$ cat src/rtl/servo_bank.sv
// servo_bank: multi-channel servo PWM generator with per-channel angle ramping; define SERVO_SWEEP_EN to add auto-sweep (sweep_en, SWEEP_MAX)
module servo_bank #(
    parameter int CH = 4,
    parameter int AW = 8,
    parameter int PERIOD_US = 20000,
    parameter int MIN_US = 1000,
    parameter int US_PER_DEG = 6,
    parameter int MAX_ANGLE = 180,
`ifdef SERVO_SWEEP_EN
    parameter int SWEEP_MAX = 90,
`endif
    localparam int CW = (CH > 1) ? $clog2(CH) : 1
) (
    input  logic          clk,
    input  logic          rst,
    input  logic          tick_us,
    input  logic          tick_ms,
    input  logic          wr_en,
    input  logic [CW-1:0] wr_ch,
    input  logic [AW-1:0] wr_target,
    input  logic [7:0]    wr_speed,
    input  logic [3:0]    wr_step,
`ifdef SERVO_SWEEP_EN
    input  logic [CH-1:0] sweep_en,
`endif
    output logic [CH-1:0] servo_pin,
    output logic [CH-1:0] busy,
    output logic          frame_start
);
    logic [31:0]   r_cnt;
    logic          r_fs;
    logic [CH-1:0] r_pin;
    logic [CH-1:0] r_busy;
    logic [31:0]   r_lw    [CH];
    logic [AW-1:0] r_cur   [CH];
    logic [AW-1:0] r_tgt   [CH];
    logic [7:0]    r_speed [CH];
    logic [3:0]    r_step  [CH];
    logic [7:0]    r_div   [CH];
    logic          w_wrap;
    logic [AW-1:0] w_wr_tgt;
    logic [CH-1:0] w_event;
    logic [31:0]   w_diff  [CH];
    logic [31:0]   w_mv    [CH];
    logic [AW-1:0] w_next  [CH];
    logic [31:0]   w_width [CH];

    assign w_wrap      = tick_us && (r_cnt == 32'(PERIOD_US - 1));
    assign w_wr_tgt    = (wr_target > AW'(MAX_ANGLE)) ? AW'(MAX_ANGLE) : wr_target;
    assign servo_pin   = r_pin;
    assign busy        = r_busy;
    assign frame_start = r_fs;

    // per-channel ramp step (clamped to remaining distance) and pulse width from current angle
    always_comb begin
        for (int i = 0; i < CH; i++) begin
            w_event[i] = r_div[i] == r_speed[i];
            w_diff[i]  = (r_cur[i] < r_tgt[i]) ? 32'(r_tgt[i]) - 32'(r_cur[i]) : 32'(r_cur[i]) - 32'(r_tgt[i]);
            w_mv[i]    = (32'(r_step[i]) < w_diff[i]) ? 32'(r_step[i]) : w_diff[i];
            w_next[i]  = (r_cur[i] < r_tgt[i]) ? AW'(32'(r_cur[i]) + w_mv[i]) : AW'(32'(r_cur[i]) - w_mv[i]);
            w_width[i] = 32'(MIN_US) + 32'(r_cur[i]) * 32'(US_PER_DEG);
        end
    end

    // frame counter, wrap pulse, width latch at wrap, and pins updated only on tick_us
    always_ff @(posedge clk) begin
        if (rst) begin
            r_cnt <= '0;
            r_fs  <= 1'b0;
            r_pin <= '0;
            for (int i = 0; i < CH; i++) r_lw[i] <= 32'(MIN_US);
        end else begin
            r_fs <= w_wrap;
            if (tick_us) begin
                r_cnt <= w_wrap ? '0 : r_cnt + 32'd1;
                for (int i = 0; i < CH; i++) begin
                    r_pin[i] <= r_cnt < r_lw[i];
                    if (w_wrap) r_lw[i] <= w_width[i];
                end
            end
        end
    end

    // ramp dividers and angle motion; a same-cycle write lands after the ramp so the ramp sees old tgt/step
    always_ff @(posedge clk) begin
        if (rst) begin
            r_busy <= '0;
            for (int i = 0; i < CH; i++) begin
                r_cur[i]   <= '0;
                r_tgt[i]   <= '0;
                r_speed[i] <= '0;
                r_step[i]  <= 4'd1;
                r_div[i]   <= '0;
            end
        end else begin
            for (int i = 0; i < CH; i++) begin
                r_busy[i] <= r_cur[i] != r_tgt[i];
                if (tick_ms) begin
                    r_div[i] <= w_event[i] ? '0 : r_div[i] + 8'd1;
                    if (w_event[i]) r_cur[i] <= w_next[i];
                end
`ifdef SERVO_SWEEP_EN
                if (sweep_en[i] && r_cur[i] == r_tgt[i]) r_tgt[i] <= (r_tgt[i] == '0) ? AW'(SWEEP_MAX) : '0;
`endif
                if (wr_en && wr_ch == CW'(i)) begin
                    r_tgt[i]   <= w_wr_tgt;
                    r_speed[i] <= wr_speed;
                    r_step[i]  <= wr_step;
                    r_div[i]   <= '0;
                end
            end
        end
    end
endmodule
$ cat config.mk
export PLATFORM = sky130hd
export DESIGN_NAME = servo_bank
export DESIGN_NICKNAME = d
export VERILOG_FILES = /design/src/rtl/servo_bank.sv
export SDC_FILE = /design/constraint.sdc
export NUM_CORES = 1
export LEC_CHECK = 0
export BUFFER_PORTS_ARGS = -buffer_cell sky130_fd_sc_hd__buf_4
export CORE_MARGIN = 5
export CORE_UTILIZATION = 33
export DETAILED_ROUTE_END_ITERATION = 10
export REMOVE_ABC_BUFFERS = 1
export SYNTH_ARGS = -nofsm -noshare
export SYNTH_HDL_FRONTEND = slang
export SYNTH_SLANG_ARGS = --single-unit
$ cat constraint.sdc
create_clock -name clk -period 12.6 [get_ports clk]
set_input_delay 2.52 -clock clk [delete_from_list [all_inputs] [get_ports clk]]
set_output_delay 2.52 -clock clk [all_outputs]
set_load 0.05 [all_outputs]
==> impl_metrics.json <==
{
  "status": "complete, no violations",
  "clock-sinks": 229,
  "first_iter_violations": 849,
  "cp.required_ps": 12900,
  "htreeDepth": 1,
  "grt_pass1_wl_microns": 63700,
  "grt_pass1_vias": 12300,
  "finalWorstPathRequiredPeriod_ps": 6870,
  "hold_path_class": "reg2reg",
  "n_antenna_cell": 0,
  "grt_max_degree": 47,
  "syn_avg_cell_area_sq_um": 9.59,
  "io_pins": 36,
  "drt_pass1_iterations": 5,
  "cts_resized": 0,
  "initial_core_util": 0.332,
  "final_nets": 2036,
  "drc": 0,
  "n_fill_cell": 5075,
  "slowest_delay_ps": 570,
  "ys_warn_count": 0,
  "synthArstFlopShare": 0,
  "post-route-util": 0.369,
  "cts_setup_buffers": 0,
  "finalWorstSetupSlack_ps": 5730,
  "area_growth_pct": 11.2,
  "irDropWorstVdd_mv": 0.119,
  "io_buffers": 35,
  "final_common_cell": "ha_1",
  "cts_tree": "built",
  "clock.fmax_ghz": 0.145,
  "num_rows": 83,
  "setup_violations": 0,
  "synthCells": 1771,
  "die_w_microns": 237,
  "viasPerCell": 4.95,
  "die-area_sq_um": 56100,
  "crit_family": "compound AO/OA/AOI/OAI gates",
  "hold_buffers": 0,
  "clk_latency_ps": 560,
  "numCtsBuffers": 28,
  "fp.dieH_microns": 237,
  "antenna_found_initial": 0,
  "synth-edff-count": 188,
  "clk_pin_slew_ps": 60,
  "end_kind": "flop",
  "cp_common_cell": "ha_1",
  "core_region_area_sq_um": 51200,
  "relSlewSlack": 0.299,
  "highest_layer": "met4",
  "path_buf_inv": 1,
  "cp.arrival_ps": 7170,
  "rsz0062_at_grt": "no",
  "worst_pin_slew_ps": 1040,
  "drive_gt1_frac": 0.0674,
  "wl_met3_microns": 1470,
  "drv_slew": 0,
  "dr_wl_met2_microns": 17700,
  "critPathSlowestCell": "edfxtp_1",
  "powerDensity_nw_per_um2": 118,
  "start_kind": "flop",
  "layout_worst_path_cycle_share": 0.545,
  "synth_flop_cell": "edfxtp_1",
  "mostFrequentLayoutCells": "189 x ha_1, 188 x edfxtp_1, 170 x inv_1, 170 x nor2_1, 109 x xor2_1",
  "dp_hpwl_microns": 29900,
  "hold_viol": 0,
  "drt_wl_total_microns": 38300,
  "fin_tns_setup_ps": 0,
  "fin_skew_ps": 29.6,
  "drt.antenna.violating_nets": 0,
  "grt_overflow": 0,
  "clockBufferDepth": 3,
  "power.leakage_nw": 8.26,
  "ys_seq_elements": 229,
  "syn_area_sq_um": 17000,
  "path_class": "reg2reg",
  "gp_congestion": 0.871,
  "vias": 12400,
  "synth-seq-area-share": 0.381,
  "finalInstanceArea_sq_um": 18900,
  "gr-usage-all-layers": 0.135,
  "m1WireLength_microns": 18300,
  "path_max_fanout": 8,
  "pre_cts_ws_ps": 5740,
  "drv_cap": 0,
  "wire_per_inst_microns": 15.3,
  "cts-root-buf": "clkbuf_16",
  "place_area_sq_um": 17900,
  "ys_types": 85
}
## power by group
group | switching, W | internal (W) | total, W
Clock | 0.000331 | 0.000490 | 0.000820
Sequential | 0.0000392 | 0.000862 | 0.000901
Combinational | 0.000301 | 0.000215 | 0.000516
Total | 0.000671 | 0.00157 | 0.00224
## tightest hold or removal path, stage by stage, from the launching register on
cell	delay, ps
dfxtp_1	310
nand2_1	60
a21oi_1	50
## sequential cells by signal (all words and copies together) (netlist names)
name         flops
r_lw            44
r_cnt           32
r_cur           32
r_div           32
r_speed         32
r_tgt           32
r_step          16
busy             4
servo_pin        4
frame_start      1
## path summary, 6_finish.rpt
check	slack, ps	start	end	cells after the start
worst max-delay path	5730	r_cur[0][9]	r_cur[0][15]	29
worst min-delay path	470	servo_pin[2]	servo_pin[2]	2
worst max register to register	5730	r_cur[0][9]	r_cur[0][15]	29
worst min register to register	470	servo_pin[2]	servo_pin[2]	2
## cells by family (layout without fill, tap and decap cells)
logic type | count (synthesis) | count (layout) | synth area share
adder cells (fa/ha/maj) | 205 | 205 | 0.158
multiplexers | 18 | 18 | 0.0110
buffers and inverters | 203 | 258 | 0.0471
XOR/XNOR | 175 | 175 | 0.0902
flip-flops | 229 | 229 | 0.381
AND/OR/NAND/NOR | 594 | 594 | 0.178
AO/OA/AOI/OAI | 347 | 347 | 0.135
## stage by stage
step | total power (W) | hold slack [ps] | std cells
final | 0.00224 | 466 | 2506
after global routing | 0.00236 | 500 | 2506
after CTS | 0.00226 | 473 | 2506
after detailed placement | 0.00143 | 464 | 2454
after global placement | 0.00142 | 456 | 2454
after floorplan | 0.00131 | 458 | 1738
## synth_stat cells, types with 7 or more instances
library cell,n,area (sq um)
ha_1,189,2360
edfxtp_1,188,5650
inv_1,170,638
nor2_1,170,638
xor2_1,109,955
nand2_1,105,394
a21oi_1,93,465
a21o_1,79,593
xnor2_1,66,578
and2_1,64,400
o21ai_0,60,300
nand3_1,55,275
dfxtp_1,41,821
nor3_1,35,175
nand2b_1,34,213
nand4_1,23,144
and3_1,20,125
nor2b_1,20,125
a31oi_1,16,100
clkbuf_1,16,60.1
fa_1,16,320
nor4_1,16,100
mux2i_1,15,150
o31ai_1,13,97.6
or3_1,12,75.1
o21bai_1,11,82.6
a211oi_1,10,75.1
buf_2,10,50.1
a21boi_0,8,60.1
o21ai_1,8,40.0
nand3b_1,7,52.6
## layer usage
metal | up-vias | GRT usage
met5 | - | 0
met4 | 0 | 0.0320
met3 | 57 | 0.0190
met2 | 216 | 0.226
met1 | 5836 | 0.186
li1 | 6307 | -
## final cells by class
| class | instances | area (sq um) | share of cell area |
|---|---|---|---|
| Multi-Input combinational cell | 1339 | 9720 | 0.515 |
| Clock inverter | 17 | 188 | 0.00993 |
| Sequential cell | 229 | 6470 | 0.342 |
| Timing Repair Buffer | 36 | 270 | 0.0143 |
| Clock buffer | 35 | 757 | 0.0401 |
| Tap cell | 680 | 851 | 0.0450 |
| Inverter | 170 | 638 | 0.0338 |
Power figures use the tool's default switching activity.
